--- config.mk ---
export PLATFORM = sky130hd
export DESIGN_NAME = control_unit
export DESIGN_NICKNAME = d
export VERILOG_FILES = /design/src/rtl/control_unit_pkg.sv /design/src/rtl/control_unit_instr_decoder.sv /design/src/rtl/control_unit.sv
export SDC_FILE = /design/constraint.sdc
export NUM_CORES = 1
export LEC_CHECK = 0
export ABC_AREA = 1
export BUFFER_PORTS_ARGS = -buffer_cell sky130_fd_sc_hd__buf_2
export CAP_MARGIN = 20
export CORE_UTILIZATION = 40
export DETAILED_ROUTE_END_ITERATION = 7
export SLEW_MARGIN = 0
export SYNTH_ARGS = -nofsm -noshare
export SYNTH_HDL_FRONTEND = slang
export SYNTH_SLANG_ARGS = --single-unit
--- constraint.sdc ---
create_clock -name CLK -period 4.5 [get_ports CLK]
set_input_delay 0.225 -clock CLK [delete_from_list [all_inputs] [get_ports CLK]]
set_output_delay 0.225 -clock CLK [all_outputs]
set_load 0.005 [all_outputs]
--- src/rtl/control_unit_pkg.sv ---
// rtl/control_unit_pkg.sv - shared RV64I encodings, FSM states and decode record for control_unit
package control_unit_pkg;

    typedef enum logic [1:0] {
        S_FETCH  = 2'd0,
        S_DECODE = 2'd1,
        S_EXEC   = 2'd2,
        S_TRAP   = 2'd3
    } state_t;

    typedef enum logic [1:0] {
        IMM_NONE = 2'd0,
        IMM_I    = 2'd1,
        IMM_S    = 2'd2
    } imm_sel_t;

    localparam logic [6:0] OP_R      = 7'b0110011;
    localparam logic [6:0] OP_IMM    = 7'b0010011;
    localparam logic [6:0] OP_LOAD   = 7'b0000011;
    localparam logic [6:0] OP_STORE  = 7'b0100011;
    localparam logic [2:0] F3_ADD    = 3'b000;
    localparam logic [2:0] F3_DWORD  = 3'b011;
    localparam logic [6:0] F7_ADD    = 7'b0000000;
    localparam logic [6:0] F7_SUB    = 7'b0100000;

    typedef struct packed {
        logic [4:0]  rs1;
        logic [4:0]  rs2;
        logic [4:0]  rd;
        logic [11:0] imm;
        logic        sub;
        logic        r_type;
        logic        i_type;
        logic        wr_rf;
        logic        wr_mem;
        logic        illegal;
    } dec_t;

    function automatic logic [11:0] imm_extract(input logic [31:0] instr, input imm_sel_t sel);
        case (sel)
            IMM_I:   imm_extract = instr[31:20];
            IMM_S:   imm_extract = {instr[31:25], instr[11:7]};
            default: imm_extract = 12'd0;
        endcase
    endfunction

endpackage

--- src/rtl/control_unit_instr_decoder.sv ---
// rtl/control_unit_instr_decoder.sv - combinational ADD/SUB/ADDI/LD/SD decoder
module control_unit_instr_decoder
    import control_unit_pkg::*;
(
    input  logic [31:0] instr,
    output dec_t        dec
);

    logic [6:0] opcode;
    logic [2:0] funct3;
    logic [6:0] funct7;
    imm_sel_t   imm_sel;

    assign opcode = instr[6:0];
    assign funct3 = instr[14:12];
    assign funct7 = instr[31:25];

    always_comb begin
        dec         = '0;
        imm_sel     = IMM_NONE;
        dec.rs1     = instr[19:15];
        dec.rs2     = instr[24:20];
        dec.rd      = instr[11:7];
        dec.illegal = 1'b1;
        case (opcode)
            OP_R: begin
                if (funct3 == F3_ADD && (funct7 == F7_ADD || funct7 == F7_SUB)) begin
                    dec.illegal = 1'b0;
                    dec.r_type  = 1'b1;
                    dec.sub     = (funct7 == F7_SUB);
                    dec.wr_rf   = 1'b1;
                end
            end
            OP_IMM: begin
                if (funct3 == F3_ADD) begin
                    dec.illegal = 1'b0;
                    dec.r_type  = 1'b1;
                    dec.i_type  = 1'b1;
                    dec.wr_rf   = 1'b1;
                    imm_sel     = IMM_I;
                end
            end
            OP_LOAD: begin
                if (funct3 == F3_DWORD) begin
                    dec.illegal = 1'b0;
                    dec.i_type  = 1'b1;
                    dec.wr_rf   = 1'b1;
                    imm_sel     = IMM_I;
                end
            end
            OP_STORE: begin
                if (funct3 == F3_DWORD) begin
                    dec.illegal = 1'b0;
                    dec.i_type  = 1'b1;
                    dec.wr_mem  = 1'b1;
                    imm_sel     = IMM_S;
                end
            end
            default: ;
        endcase
        dec.imm = imm_extract(instr, imm_sel);
    end

endmodule

--- src/rtl/control_unit.sv ---
// rtl/control_unit.sv - multi-cycle fetch/decode/exec sequencer for the ADD-SUB datapath
module control_unit
    import control_unit_pkg::*;
#(
    parameter int                PC_W     = 32,
    parameter logic [PC_W-1:0]   RESET_PC = '0,
    parameter int                CNT_W    = 32
) (
    input  logic              CLK,
    input  logic              RST,
    output logic              IM_REQ,
    output logic [PC_W-1:0]   IM_ADDR,
    input  logic              IM_ACK,
    input  logic [31:0]       IM_RDATA,
    output logic [4:0]        rs1,
    output logic [4:0]        rs2,
    output logic [4:0]        rd,
    output logic [11:0]       immediate,
    output logic              sub,
    output logic              WE_RF,
    output logic              WE_MEM,
    output logic              R_type,
    output logic              I_type,
    output logic [PC_W-1:0]   PC,
    output logic              ILLEGAL,
    output logic [CNT_W-1:0]  RETIRED
);

    state_t      state;
    logic [31:0] ir;
    dec_t        dec;
    logic        active;

    control_unit_instr_decoder u_decoder (
        .instr (ir),
        .dec   (dec)
    );

    always_ff @(posedge CLK or posedge RST) begin
        if (RST) begin
            state   <= S_FETCH;
            PC      <= RESET_PC;
            ir      <= '0;
            RETIRED <= '0;
            ILLEGAL <= 1'b0;
        end else begin
            case (state)
                S_FETCH: begin
                    if (IM_ACK) begin
                        ir    <= IM_RDATA;
                        state <= S_DECODE;
                    end
                end
                S_DECODE: begin
                    if (dec.illegal) begin
                        ILLEGAL <= 1'b1;
                        state   <= S_TRAP;
                    end else begin
                        state <= S_EXEC;
                    end
                end
                S_EXEC: begin
                    PC      <= PC + PC_W'(4);
                    RETIRED <= RETIRED + CNT_W'(1);
                    state   <= S_FETCH;
                end
                default: state <= S_TRAP;
            endcase
        end
    end

    // Controls are derived from registered state and IR only, so async reset zeroes them at once.
    assign active    = (state == S_DECODE) || (state == S_EXEC);
    assign IM_REQ    = (state == S_FETCH);
    assign IM_ADDR   = PC;
    assign rs1       = active ? dec.rs1 : 5'd0;
    assign rs2       = active ? dec.rs2 : 5'd0;
    assign rd        = active ? dec.rd  : 5'd0;
    assign immediate = active ? dec.imm : 12'd0;
    assign sub       = active & dec.sub;
    assign R_type    = active & dec.r_type;
    assign I_type    = active & dec.i_type;
    assign WE_RF     = (state == S_EXEC) & dec.wr_rf & (dec.rd != 5'd0);
    assign WE_MEM    = (state == S_EXEC) & dec.wr_mem;

endmodule

==> implementation parameters, run 1 <==
Parameter                              Value

Run status
  Status    complete, but fails checks
  Failing checks    negative hold slack

Worst setup path
  End point of the critical path    immediate[10]
  Critical path origin    ir[2]$_DFFE_PP0P_
  Required time of the worst setup path    approximately 4.3 ns
  Delay of the slowest critical-path stage    0.42 ns
  R2R Path Start    state[0]$_DFFE_PP0P_
  Crit path max-delay cell type    sky130_fd_sc_hd__or2_2
  Setup slack of the worst register-to-register path    ~2.2 ns
  Data arrival time of the critical path    2.41 ns
  Crit path buf inv count    3
  Critical path capture point type    output pin
  Type of element launching the critical path    register
  Worst-path maximum fanout    12
  CP Cell Sequence    nor2_1 > nand2_1 > inv_1 > nand3_1 > nor2_1 > inv_1 > ha_1 > or2_2 > nor3b_1 > buf_2
  Worst reg2reg path endpoint    RETIRED[19]$_DFFE_PP0P_
  Cell depth of the worst setup path    10
  Crit path max-delay family    simple AND/OR/NAND/NOR gates
  Crit Path Class    register to output pin
  Cell depth of the worst flop-to-flop path    8

Drt
  Remaining antenna violation count after routing    0
  Number of search-and-repair iterations in the first detailed-routing pass    4
  Vias/cell    around 4.7
  Total number of vias    between 4000 and 5000
  Final WL    about 13000 um
  Number of remaining DRC errors    0
  Routed length per instance    between 10 and 15 um
  Initial detailed-routing violation count    around 240

Timing
  Final critical-path required period    between 2 and 3 ns
  Transition time of the tightest slew-check pin    0.684 ns
  Unrepaired setup endpoints after global routing    no
  Hold WS    -0.00314 ns
  Final hold violations    13
  Final-layout setup total negative slack    0 ns
  Final Skew    0.00458 ns
  Final slew viol count    0
  Highest clock frequency the design can meet    between 0.3 and 0.4 GHz
  Worst slew margin    54.4%
  Final setup violation count    0
  Post-route clock period utilization    between 50% and 60%

GRT
  All-layer global routing usage    18.9%
  Global-route wire length before repair    between 20000 and 25000 um
  Number of antenna violations at the first check in global routing    0
  Vias in the first global route    about 4300
  Grt total ovfl    0
  Maximum number of pins on one net before global-route repair    between 50 and 60

Place
  HPWL after detailed placement    between 9000 and 10000 um
  Count of input and output buffers    160
  Final estimated routing congestion in global placement    slightly below 0.9

Clock network
  Number of levels in the clock H-tree    3
  CTS Buf Count    9
  TritonCTS clock tree    built
  CTS max path bufs    2
  # Post-CTS Setup Buffers    0
  Number of instances resized during post-cts repair    0
  Clock-pin slew of the registers on the worst-case setup and hold paths    0.07 ns
  CTS Root Buffer Type    sky130_fd_sc_hd__clkbuf_16
  Clock Sinks    97
  Clock latency of the later-clocked register in the worst-skew pair    about 0.34 ns
  Cts hold-fix bufs    0

Pwr
  Power density over cell area    between 200 and 300 nW/um2
  Maximum vdd drop    about 140 uV
  Leakage    about 3.6 nW
  Post-layout total power    1.73 mW

Final layout
  Fillers    approximately 1300
  Synthesis-to-layout area growth    20.2%
  Share of final-layout standard cells stronger than drive strength 1    between 20 and 30%
  ANT cells    0
  Net count reported at finish    825

Yosys
  Count of synthesis-stage warnings from yosys    0
  Fraction of the yosys area taken by sequential cells    between 40% and 50%
  Unique cell type count in the Yosys netlist    30
  Mean instance size in the synthesized netlist    around 8 um2
  Count of state elements after synthesis    97
  Synthesized cell area    around 5300 um2
  Post-synthesis cell count    between 600 and 700

Die
  Number of top-level pins    ~170
  Overall die area    around 14000 um2
  Initial cell density of the core    a little over two fifths
  Total core area    around 13000 um2
  Die Span Y    118 um
  Die width    about 120 um
  Number of placement rows    41

Job
  Max-cap violation count    0

Worst hold path
  Class of the worst hold path    input pin to async pin
-- report_power, final --
group / internal (mW) / switching [mW]
combinational: 0.0112 / 0.0233
clock: 0.487 / 0.339
sequential: 0.871 / 0
total: 1.37 / 0.362
-- metal layers --
| layer | global-route usage (%) | share of wire, % | vias up |
|---|---|---|---|
| met4 | 6.41 | 1.5 | 0 |
| met5 | 0 | 0 | - |
| met1 | 25.3 | 47 | 2134 |
| met3 | 3.68 | 5.4 | 15 |
| met2 | 30.6 | 46 | 134 |
| li1 | - | - | 2262 |
-- cells in the final DEF, fill, tap and decap left out, types with 2 or more instances in the layout --
master                      count
sky130_fd_sc_hd__nand2_2        2
sky130_fd_sc_hd__nor3_1        21
sky130_fd_sc_hd__clkbuf_16      9
sky130_fd_sc_hd__nand4_1       16
sky130_fd_sc_hd__buf_4          2
sky130_fd_sc_hd__dfrtp_1       97
sky130_fd_sc_hd__clkinv_4       2
sky130_fd_sc_hd__nand3b_1       2
sky130_fd_sc_hd__nor3b_1        2
sky130_fd_sc_hd__conb_1         4
sky130_fd_sc_hd__nor2_2         5
sky130_fd_sc_hd__xor2_1        30
sky130_fd_sc_hd__clkinv_2       2
sky130_fd_sc_hd__bufinv_16      2
sky130_fd_sc_hd__nor2_4         2
sky130_fd_sc_hd__inv_1         83
sky130_fd_sc_hd__ha_1           8
sky130_fd_sc_hd__mux2_2        23
sky130_fd_sc_hd__nand2_1      154
sky130_fd_sc_hd__or2_2          2
sky130_fd_sc_hd__buf_2        160
sky130_fd_sc_hd__o21ai_0        4
sky130_fd_sc_hd__nor2_1        77
sky130_fd_sc_hd__nand3_1       33
sky130_fd_sc_hd__xnor2_1       19
sky130_fd_sc_hd__a21oi_1       18
-- final cells by class --
type / count / area [um2] / share of cell area [%]
Multi-Input combinational cell: 427 / 2320 / 36.1
Timing Repair Buffer: 162 / 816 / 12.7
Sequential cell: 97 / 2430 / 37.8
Tap cell: 172 / 215 / 3.35
Inverter: 85 / 322 / 5.01
Clock buffer: 9 / 225 / 3.51
Clock inverter: 7 / 95.1 / 1.48
-- synthesized netlist by cell type --
cell type                  instances  area (um2)
sky130_fd_sc_hd__inv_1            84         315
sky130_fd_sc_hd__clkbuf_1          3        11.3
sky130_fd_sc_hd__nor3_1           21         105
sky130_fd_sc_hd__or2_2             2        12.5
sky130_fd_sc_hd__ha_1              8         100
sky130_fd_sc_hd__nand3_2           1        10.0
sky130_fd_sc_hd__xor2_1           30         263
sky130_fd_sc_hd__nor2_4            2        22.5
sky130_fd_sc_hd__dfrtp_1          97        2430
sky130_fd_sc_hd__nand2_1         154         578
sky130_fd_sc_hd__buf_1             4        15.0
sky130_fd_sc_hd__nor4_4            1        21.3
sky130_fd_sc_hd__nor2_2            5        31.3
sky130_fd_sc_hd__a21oi_1          18        90.1
sky130_fd_sc_hd__xnor2_1          19         166
sky130_fd_sc_hd__inv_2             1        3.75
sky130_fd_sc_hd__a211oi_1          1        7.51
sky130_fd_sc_hd__mux2_2           23         259
sky130_fd_sc_hd__nand3b_1          2        15.0
sky130_fd_sc_hd__nand4_2           1        12.5
sky130_fd_sc_hd__buf_2             1        5.00
sky130_fd_sc_hd__nand3_1          33         165
sky130_fd_sc_hd__nor3_2            1        10.0
sky130_fd_sc_hd__nand2_2           2        12.5
sky130_fd_sc_hd__nor2_1           77         289
sky130_fd_sc_hd__nand4_1          16         100
sky130_fd_sc_hd__conb_1            1        3.75
sky130_fd_sc_hd__o21ai_0           4        20.0
sky130_fd_sc_hd__buf_4            34         255
sky130_fd_sc_hd__nor3b_1           2        15.0
-- worst min-delay path by stage --
stage	from	end	slack [ns]
floorplan	IM_RDATA[31]	ir[31]$_DFFE_PP0P_	0.38
global placement	RST	ir[25]$_DFFE_PP0P_	0.37
detailed placement	RST	IM_ADDR[9]$_DFFE_PP0P_	0.38
CTS	RST	IM_ADDR[28]$_DFFE_PP0P_	0.01
global route	RST	IM_ADDR[14]$_DFFE_PP0P_	0.05
finish	RST	IM_ADDR[7]$_DFFE_PP0P_	-0.003
-- per-stage QoR --
stage | setup slack (ns) | std cells | util, % | instance area, um2
floorplan | 1.74 | 651 | - | 5350
global placement | 2.24 | 943 | 47.6 | 6100
detailed placement | 2.20 | 943 | 47.6 | 6100
CTS | 1.85 | 959 | 50.1 | 6420
global route | 1.64 | 959 | 50.1 | 6420
finish | 1.87 | 959 | 50.1 | 6420
-- cell families (layout without fill, tap and decap cells) --
| group | count (synthesis) | in the layout | synth area share, % |
|---|---|---|---|
| compound gates | 23 | 23 | 2.20 |
| xor+xnor | 49 | 49 | 8.03 |
| fa+ha+maj | 8 | 8 | 1.87 |
| buf+inv | 127 | 263 | 11.3 |
| flops | 97 | 97 | 45.4 |
| mux | 23 | 23 | 4.85 |
| other cells | 1 | 4 | 0.0702 |
| simple gates | 320 | 320 | 26.2 |
-- sequential cells by signal, indices dropped and copies added (netlist names) --
register	cells
ILLEGAL	1
RETIRED	32
state	2
ir	32
IM_ADDR	30
Note: power is estimated with default switching activity, not from simulation.
==> run 2, diff against run 1 <==
- clock period: 4.5 -> 2.65 ns (I/O delays scaled with it)
==> implementation parameters, run 2 (synthesis gave the netlist of run 1 again) <==
Parameter                              Value

Run status
  Status    finished clean

Timing
  Unrepaired setup endpoints after global routing    no
  Final-layout setup total negative slack    0 ns
  Transition time of the tightest slew-check pin    roughly 0.76 ns
  Final slew viol count    0
  Final hold violations    0
  Hold WS    around 0.015 ns
  Final critical-path required period    roughly 2.5 ns
  Final setup violation count    0
  Post-route clock period utilization    a little over nine tenths
  Final Skew    roughly 0.006 ns
  Highest clock frequency the design can meet    ~0.40 GHz
  Worst slew margin    49.6%

Worst setup path
  Crit Path Class    register to output pin
  Data arrival time of the critical path    2.38 ns
  Required time of the worst setup path    ~2.5 ns
  Setup slack of the worst register-to-register path    0.57 ns
  Critical path capture point type    output pin
  Delay of the slowest critical-path stage    0.37 ns
  CP Cell Sequence    nor2_1 > nand2_1 > inv_1 > nand3_1 > nor2_1 > inv_1 > ha_1 > or2_4 > nor3b_1 > buf_2
  Crit path max-delay cell type    sky130_fd_sc_hd__dfrtp_1
  Type of element launching the critical path    register
  Worst-path maximum fanout    12

Place
  Count of input and output buffers    between 150 and 200
  HPWL after detailed placement    roughly 9600 um
  Placed insts    between 900 and 1000
  Final estimated routing congestion in global placement    approximately 0.87

Die
  Die Span Y    118 um
  Total core area    12800 um2
  Initial cell density of the core    41.7%
  Number of top-level pins    165
  Overall die area    13800 um2
  Die width    between 100 and 150 um
  Number of placement rows    41

Drt
  Total number of vias    4650
  Final WL    ~13000 um
  Vias/cell    about 4.8
  Remaining antenna violation count after routing    0
  Initial detailed-routing violation count    roughly 280
  Number of remaining DRC errors    0
  Number of search-and-repair iterations in the first detailed-routing pass    5
  Routed length per instance    around 13 um

Pwr
  Power density over cell area    about 460 nW/um2
  Post-layout total power    ~3.0 mW
  Maximum vdd drop    between 200 and 250 uV
  Leakage    approximately 3.7 nW

Final layout
  Most common library cell in the layout ignoring fill and taps    sky130_fd_sc_hd__buf_2
  Final cell count without fillers    964
  Share of final-layout standard cells stronger than drive strength 1    between 20 and 30%
  ANT cells    0
  Synthesis-to-layout area growth    21.4%
  Net count reported at finish    830
  Commonest cells after routing, fill and taps aside    sky130_fd_sc_hd__buf_2 (160), sky130_fd_sc_hd__nand2_1 (154), sky130_fd_sc_hd__dfrtp_1 (97)

Clock network
  TritonCTS clock tree    built
  Clock-pin slew of the registers on the worst-case setup and hold paths    about 0.060 ns
  CTS Root Buffer Type    sky130_fd_sc_hd__clkbuf_16
  Clock latency of the later-clocked register in the worst-skew pair    between 0.3 and 0.4 ns
  CTS Buf Count    9
  CTS max path bufs    2
  Clock Sinks    97
  Number of levels in the clock H-tree    3

GRT
  Maximum number of pins on one net before global-route repair    60
  Grt total ovfl    0
  Global-route wire length before repair    about 21000 um
  All-layer global routing usage    19.2%
  Number of antenna violations at the first check in global routing    0
  Vias in the first global route    4398

Worst hold path
  Class of the worst hold path    input pin to register

Job
  Max-cap violation count    0
run 2: cell types whose count changed in the layout (fill, tap and decap cells not counted), sizes merged:
| cell | delta |
|---|---|
| clkbuf | +5 |
| clkinv | -4 |
| inv | -1 |
| dlygate4sd3 | +2 |
| buf | +3 |
run 2: area by class of cell:
cell class                      count  area [um2]
Tap cell                          172         215
Inverter                           85         323
Fill cell                        1278        6340
Clock buffer                       14         264
Sequential cell                    97        2430
Clock inverter                      2        60.1
Timing Repair Buffer              167         871
Multi-Input combinational cell    427        2330
run 2: path summary, 6_finish.rpt:
| check | from | endpoint | cells past startpoint |
|---|---|---|---|
| worst min-delay path | IM_RDATA[16] | ir[16]$_DFFE_PP0P_ | 2 |
| max in group asynchronous | RST | state[1]$_DFFE_PP0P_ | 4 |
| min in group asynchronous | RST | IM_ADDR[6]$_DFFE_PP0P_ | 4 |
| worst min register to register | ILLEGAL$_DFFE_PP0P_ | ILLEGAL$_DFFE_PP0P_ | 2 |
| worst max register to register | state[0]$_DFFE_PP0P_ | RETIRED[25]$_DFFE_PP0P_ | 8 |
| worst max-delay path | ir[2]$_DFFE_PP0P_ | immediate[11] | 10 |
run 2: timing repair:
| action | 4_1_cts | 5_1_grt |
|---|---|---|
| setup endpoints to repair | 0 | 12 |
| hold endpoints to repair | 39 | 0 |
| setup buffers | 0 | 0 |
| resized for setup | 0 | 2 |
| hold buffers | 2 | 0 |
run 2: where the power goes:
group / total (mW) / internal [mW] / switching, mW
combinational: 0.0605 / 0.0220 / 0.0385
sequential: 1.48 / 1.48 / 0
clock: 1.42 / 0.880 / 0.543
run 2: per-stage QoR:
step | cell area, um2 | utilization [%] | setup WS [ns]
after floorplan | 5360 | - | 0.682
after global routing | 6490 | 50.6 | 0.00262
after detailed placement | 6140 | 47.9 | 0.419
final | 6490 | 50.6 | 0.141
after global placement | 6140 | 47.9 | 0.522
after CTS | 6480 | 50.5 | 0.0253
run 2: routing by layer:
layer	track usage, %	wire length [um]	up-vias
met4	10.1	332	0
met3	3.25	643	21
li1	-	-	2274
met5	0	0	-
met1	25.2	5830	2199
met2	30.4	5830	156
run 2: worst max-delay path: cells and delay by family, from the launching register on:
family | cells | cell delay, ns
adders and majority gates | 1 | 0.27
buffers and inverters | 3 | 0.34
DFF | 1 | 0.37
and+or+nand+nor | 6 | 1.04
